`config.mk`:
```
export PLATFORM = sky130hd
export DESIGN_NAME = vp_filter
export DESIGN_NICKNAME = d
export VERILOG_FILES = /design/src/rtl/vp_filter.sv
export SDC_FILE = /design/constraint.sdc
export NUM_CORES = 1
export LEC_CHECK = 0
export ABC_AREA = 1
export CORE_MARGIN = 1.5
export CORE_UTILIZATION = 51
export DETAILED_ROUTE_END_ITERATION = 16
export DONT_BUFFER_PORTS = 1
export PLACE_DENSITY = 0.66
export RECOVER_POWER = 25
export SLEW_MARGIN = 20
export SYNTH_ARGS = -nofsm -noshare
export SYNTH_HDL_FRONTEND = slang
export SYNTH_SLANG_ARGS = --single-unit
```
`constraint.sdc`:
```
create_clock -name i_clk -period 3.5 [get_ports i_clk]
set_clock_uncertainty 0.05 [all_clocks]
set_input_delay 0.7 -clock i_clk [delete_from_list [all_inputs] [get_ports i_clk]]
set_output_delay 0.7 -clock i_clk [all_outputs]
set_load 0.03 [all_outputs]
```
`src/rtl/vp_filter.sv`:
```
// 3x3 window filter: passthrough, Gaussian, Sobel magnitude and sharpen, 3-stage pipeline.
// Optional build macro VP_FILTER_SOBEL_EN enables the Sobel kernel; without it mode 2 passes p4.
module vp_filter #(
    parameter int unsigned DW = 8,
    parameter int unsigned RL = 640
) (
    input  logic              i_clk,
    input  logic              i_rstn,
    input  logic [9*DW-1:0]   i_pixel_data,
    input  logic              i_pixel_valid,
    input  logic [1:0]        i_mode,
    output logic [DW-1:0]     o_pixel_data,
    output logic              o_pixel_valid,
    output logic              o_eol
);

    localparam int unsigned CW = (RL > 1) ? $clog2(RL) : 1;
    localparam int unsigned AW = DW + 4;
    localparam logic [AW-1:0] PIX_MAX = {4'b0000, {DW{1'b1}}};
    localparam logic [1:0] MODE_GAUSS   = 2'd1;
    localparam logic [1:0] MODE_SOBEL   = 2'd2;
    localparam logic [1:0] MODE_SHARPEN = 2'd3;

    // ---------------- S1: column tracking, row mode, window latch
    logic [CW-1:0]   r_col;
    logic [1:0]      r_mode_act;
    logic [9*DW-1:0] r_s1_win;
    logic            r_s1_vld;
    logic            r_s1_eol;
    logic [1:0]      r_s1_mode;
    logic            w_col_first;
    logic            w_col_last;
    logic [1:0]      w_mode;

    assign w_col_first = (r_col == '0);
    assign w_col_last  = (r_col == CW'(RL - 1));
    // The column-0 beat itself already uses the freshly sampled mode.
    assign w_mode      = w_col_first ? i_mode : r_mode_act;

    always_ff @(posedge i_clk or negedge i_rstn) begin
        if (!i_rstn) begin
            r_col      <= '0;
            r_mode_act <= '0;
            r_s1_win   <= '0;
            r_s1_vld   <= 1'b0;
            r_s1_eol   <= 1'b0;
            r_s1_mode  <= '0;
        end else begin
            r_s1_vld <= i_pixel_valid;
            r_s1_eol <= i_pixel_valid && w_col_last;
            if (i_pixel_valid) begin
                r_s1_win  <= i_pixel_data;
                r_s1_mode <= w_mode;
                r_col     <= w_col_last ? '0 : r_col + CW'(1);
                if (w_col_first) begin
                    r_mode_act <= i_mode;
                end
            end
        end
    end

    // ---------------- S2: zero-extended pixels, weighted partial sums
    logic [AW-1:0] w_e [9];

    for (genvar gi = 0; gi < 9; gi++) begin : g_unpack
        assign w_e[gi] = AW'(r_s1_win[(8-gi)*DW +: DW]);
    end

    logic            r_s2_vld;
    logic            r_s2_eol;
    logic [1:0]      r_s2_mode;
    logic [DW-1:0]   r_s2_p4;
    logic [AW-1:0]   r_s2_g_top;
    logic [AW-1:0]   r_s2_g_mid;
    logic [AW-1:0]   r_s2_g_bot;
    logic [AW-1:0]   r_s2_sh_pos;
    logic [AW-1:0]   r_s2_sh_neg;
`ifdef VP_FILTER_SOBEL_EN
    logic signed [AW-1:0] r_s2_gx;
    logic signed [AW-1:0] r_s2_gy;
`endif

    always_ff @(posedge i_clk or negedge i_rstn) begin
        if (!i_rstn) begin
            r_s2_vld    <= 1'b0;
            r_s2_eol    <= 1'b0;
            r_s2_mode   <= '0;
            r_s2_p4     <= '0;
            r_s2_g_top  <= '0;
            r_s2_g_mid  <= '0;
            r_s2_g_bot  <= '0;
            r_s2_sh_pos <= '0;
            r_s2_sh_neg <= '0;
`ifdef VP_FILTER_SOBEL_EN
            r_s2_gx     <= '0;
            r_s2_gy     <= '0;
`endif
        end else begin
            r_s2_vld <= r_s1_vld;
            r_s2_eol <= r_s1_eol;
            if (r_s1_vld) begin
                r_s2_mode   <= r_s1_mode;
                r_s2_p4     <= DW'(w_e[4]);
                r_s2_g_top  <= w_e[0] + (w_e[1] << 1) + w_e[2];
                r_s2_g_mid  <= (w_e[3] << 1) + (w_e[4] << 2) + (w_e[5] << 1);
                r_s2_g_bot  <= w_e[6] + (w_e[7] << 1) + w_e[8];
                r_s2_sh_pos <= (w_e[4] << 2) + w_e[4];
                r_s2_sh_neg <= w_e[1] + w_e[3] + w_e[5] + w_e[7];
`ifdef VP_FILTER_SOBEL_EN
                // Operands stay below 2^(DW+2), so the sign bit of AW is free.
                r_s2_gx <= $signed(w_e[2] + (w_e[5] << 1) + w_e[8])
                         - $signed(w_e[0] + (w_e[3] << 1) + w_e[6]);
                r_s2_gy <= $signed(w_e[6] + (w_e[7] << 1) + w_e[8])
                         - $signed(w_e[0] + (w_e[1] << 1) + w_e[2]);
`endif
            end
        end
    end

    // ---------------- S3: final sums, normalize, clamp, select
    logic [AW-1:0]        w_g_sum;
    logic signed [AW-1:0] w_sh;
    logic [DW-1:0]        w_sh_res;
    logic [DW-1:0]        w_res;
`ifdef VP_FILTER_SOBEL_EN
    logic [AW-1:0]        w_ax;
    logic [AW-1:0]        w_ay;
    logic [AW-1:0]        w_sob;
    logic [DW-1:0]        w_sob_res;
`endif

    always_comb begin
        w_g_sum  = r_s2_g_top + r_s2_g_mid + r_s2_g_bot;
        w_sh     = $signed(r_s2_sh_pos) - $signed(r_s2_sh_neg);
        w_sh_res = DW'(w_sh);
        if (w_sh < 0) begin
            w_sh_res = '0;
        end else if (w_sh > $signed(PIX_MAX)) begin
            w_sh_res = '1;
        end
`ifdef VP_FILTER_SOBEL_EN
        w_ax      = r_s2_gx[AW-1] ? AW'(-r_s2_gx) : AW'(r_s2_gx);
        w_ay      = r_s2_gy[AW-1] ? AW'(-r_s2_gy) : AW'(r_s2_gy);
        w_sob     = w_ax + w_ay;
        w_sob_res = (w_sob > PIX_MAX) ? '1 : DW'(w_sob);
`endif
        case (r_s2_mode)
            MODE_GAUSS:   w_res = DW'(w_g_sum >> 4);
`ifdef VP_FILTER_SOBEL_EN
            MODE_SOBEL:   w_res = w_sob_res;
`else
            MODE_SOBEL:   w_res = r_s2_p4;
`endif
            MODE_SHARPEN: w_res = w_sh_res;
            default:      w_res = r_s2_p4;
        endcase
    end

    always_ff @(posedge i_clk or negedge i_rstn) begin
        if (!i_rstn) begin
            o_pixel_valid <= 1'b0;
            o_eol         <= 1'b0;
            o_pixel_data  <= '0;
        end else begin
            o_pixel_valid <= r_s2_vld;
            o_eol         <= r_s2_eol;
            if (r_s2_vld) begin
                o_pixel_data <= w_res;
            end
        end
    end

endmodule

```
==> flow_summary.ini <==
[outcome]
run_status = finished with violations
violations = hold timing

[clock_network]
cts_root_buf = clkbuf_16
cts_tree = done
cts.clk_slew.worst_paths_ps = 70
postCtsSetupRepairBufs = 0
clockBufferDepth = 2
cts_made_buffers = 17
post_cts_resized = 0
clkLatencyLatePin_ps = 430
clock_sinks = 157
htreeDepth = 4

[yosys]
synth_top_flop_cell = dfrtp_1
ys_seq_elements = 157
syn_area_sq_um = 9320
ys_types = 40
async_flop_share_pct = 100
yosysSeqAreaShare_pct = 42.1
synth_edf_count = 0
synth_warnings = 0
postSynthCellCount = 1095
avgSynthCellArea_sq_um = 8.51
syn-num-nets = 1286

[global_routing]
grt_pass1_vias = 6773
gr-usage-all-layers_pct = 22.4
grt_pass1_wl_um = 33800
grt_antenna_before_repair = 0
grt_max_degree = 158
globalRouteOverflowTotal = 0

[final_layout]
mostFrequentLayoutCells = nand2_1, dfrtp_1, inv_1
final_layout_size_suffix_gt1_share_pct = 5.08
layout.cells.most_common = nand2_1
synthToLayoutAreaGrowth_pct = 8.78
finalNetCount = 1281
layout.cells.non_filler = 1332
finalInstanceArea_sq_um = 10100
n_fill_cell = 1675
antenna_cells = 0

[critical_path]
r2r_cells = 14
arrival_ps = 3280
cpPeakStageDelay_ps = 520
critPathLaunchType = flop
crit_path_top_delay_cell = fa_1
cp-end-kind = flop
crit_type = reg -> reg
worstPathCellList = fa_1 -> fa_1 -> ha_1 -> inv_1 -> fa_1 -> inv_1 -> nand3_1 -> nand2_1 -> nand2_1 -> nand2_1 -> a21oi_1 -> nor2_1 -> o21ai_0 -> a22oi_1
cp_max_fo = 3
worstPathRequired_ps = 3790

[die]
start_util_pct = 51.9
die_h_um = 138
core_sq_um = 18000
design.die.area_sq_um = 19100
die_w_um = 138
ios = 87
row_count = 49

[routing]
drt-wirelength-per-cell_um = 15.1
antenna_left = 0
totalWireLength_um = 20200
vias_per_cell = 5.20
dr_total_vias = 6931
drc = 0
first_iter_violations = 386
firstDrtPassIters = 6

[placement]
placed_cell_area_sq_um = 9530
dpl.cell_count = 1300
gp_congestion = 0.844
place_hpwl_um = 15200
dp_slack_ps = 528
io_buffers = 0

[timing]
worst_pin_slew_ps = 716
slew_headroom_pct = 52.2
fmax_mhz = 335
rsz0062_at_grt = false
finalWorstSetupSlack_ps = 514
min_period_over_period_pct = 85.3
fin_hold_ws_ps = -89.5
setup_tns_ps = 0
hold_violations = 103
final_max_slew_viol_count = 0
finalSetupViolations = 0
fin_crit_ps = 2990

[power_and_ir_drop]
power.share.combinational_pct = 42.3
leakage_nw = 5.24
pwr_density_cell_nw_per_um2 = 753
p_int_mw = 4.57
p_clk_share_pct = 25.3
p_sw_share_pct = 40.1
seqPwrFrac_pct = 32.4
irDropWorstVdd_v = 0.000403
p_sw_mw = 3.06
design_power_total_mw = 7.63

[flow_run]
cap_violations = 0

[worst_hold_path]
hp-class = in -> async
-- sequential cells by signal, summed over array words and instances (netlist names) --
register	cells
r_s1_eol	1
o_pixel_data	8
r_s2_sh_pos	9
r_s2_eol	1
r_s2_g_top	10
r_s1_mode	2
r_s2_g_bot	10
o_pixel_valid	1
o_eol	1
r_s1_win	72
r_col	10
r_s2_mode	2
r_s2_vld	1
r_s2_sh_neg	10
r_s2_g_mid	10
r_s2_p4	8
r_s1_vld	1
-- stage by stage --
step	utilization [%]	hold slack (ps)
after global placement	53.0	283
after global routing	56.5	-108
after CTS	56.5	-100
final	56.5	-89.5
after detailed placement	53.0	286
after floorplan	-	281
-- path summary, 6_finish.rpt --
check / from / end / slack (ps)
max in group asynchronous: i_rstn / r_s1_win[5]$_DFFE_PN0P_ / 3090
min in group i_clk: i_pixel_valid / r_s1_vld$_DFF_PN0_ / 260
worst min register to register: r_s2_eol$_DFF_PN0_ / o_eol$_DFF_PN0_ / 300
worst min-delay path: i_rstn / r_s1_win[48]$_DFFE_PN0P_ / -90
worst max register to register: r_s1_win[9]$_DFFE_PN0P_ / r_s2_sh_neg[9]$_DFFE_PN0P_ / 510
worst max-delay path: r_s1_win[9]$_DFFE_PN0P_ / r_s2_sh_neg[9]$_DFFE_PN0P_ / 510
-- power groups by stage --
stage               Combinational [mW]  Clock, mW  Sequential (mW)
finish                            3.23       1.93             2.47
global route                      3.76       2.04             2.52
global placement                  3.15          0             2.49
CTS                               3.24       1.96             2.47
floorplan                         2.55          0             2.41
detailed placement                3.20          0             2.50
-- cell families after synthesis --
group	Yosys count	share of synthesized area, %
fa+ha+maj	114	19.4
compound gates	134	7.92
simple gates	532	22.8
buf+inv	135	5.54
xor+xnor	22	2.07
flops	157	42.1
mux	1	0.121
-- critical path, delay by kind of cell (launching register included) --
family | cells | cell delay, ps
DFF | 1 | 440
buffers and inverters | 2 | 150
adders and majority gates | 4 | 1580
AOI/OAI and AO/OA | 3 | 310
and+or+nand+nor | 5 | 380
-- layout make-up --
type	count	area, sq um	share of cell area, %
flip-flops and latches	157	3930	38.7
clock buffers	17	425	4.19
repair buffers	5	37.5	0.370
well taps	229	287	2.83
inverters	106	399	3.94
multi-input cells	803	4880	48.1
clock inverters	15	186	1.84
-- cells in the mapped netlist (2+ instances only) --
master	number	area share, %
nand2_1	416	17
dfrtp_1	157	42
inv_1	104	4.2
ha_1	63	8.5
o21ai_0	61	3.3
nor2_1	59	2.4
fa_1	51	11
a21oi_1	47	2.5
nand3_1	22	1.2
clkbuf_1	21	0.85
xnor2_1	13	1.2
nand4_1	9	0.60
xor2_1	9	0.85
nor3_1	6	0.32
a31oi_1	5	0.34
o221ai_1	5	0.47
buf_2	4	0.21
or2_2	4	0.27
a22o_1	3	0.28
buf_1	3	0.12
nand2_2	3	0.20
nand3_2	3	0.32
nand3b_1	3	0.24
nor2_2	3	0.20
nor4_1	2	0.13
o211ai_1	2	0.16
o21a_1	2	0.16
o21bai_1	2	0.16
o22ai_1	2	0.13
-- per-layer routing --
layer | track usage, % | up-vias | share of wire [%]
met4 | 5.82 | 0 | 1.2
met2 | 33.8 | 150 | 44
met5 | 0 | - | 0
li1 | - | 3457 | -
met1 | 33.8 | 3310 | 50
met3 | 4.02 | 14 | 4.9
(Power assumes the default switching activity.)
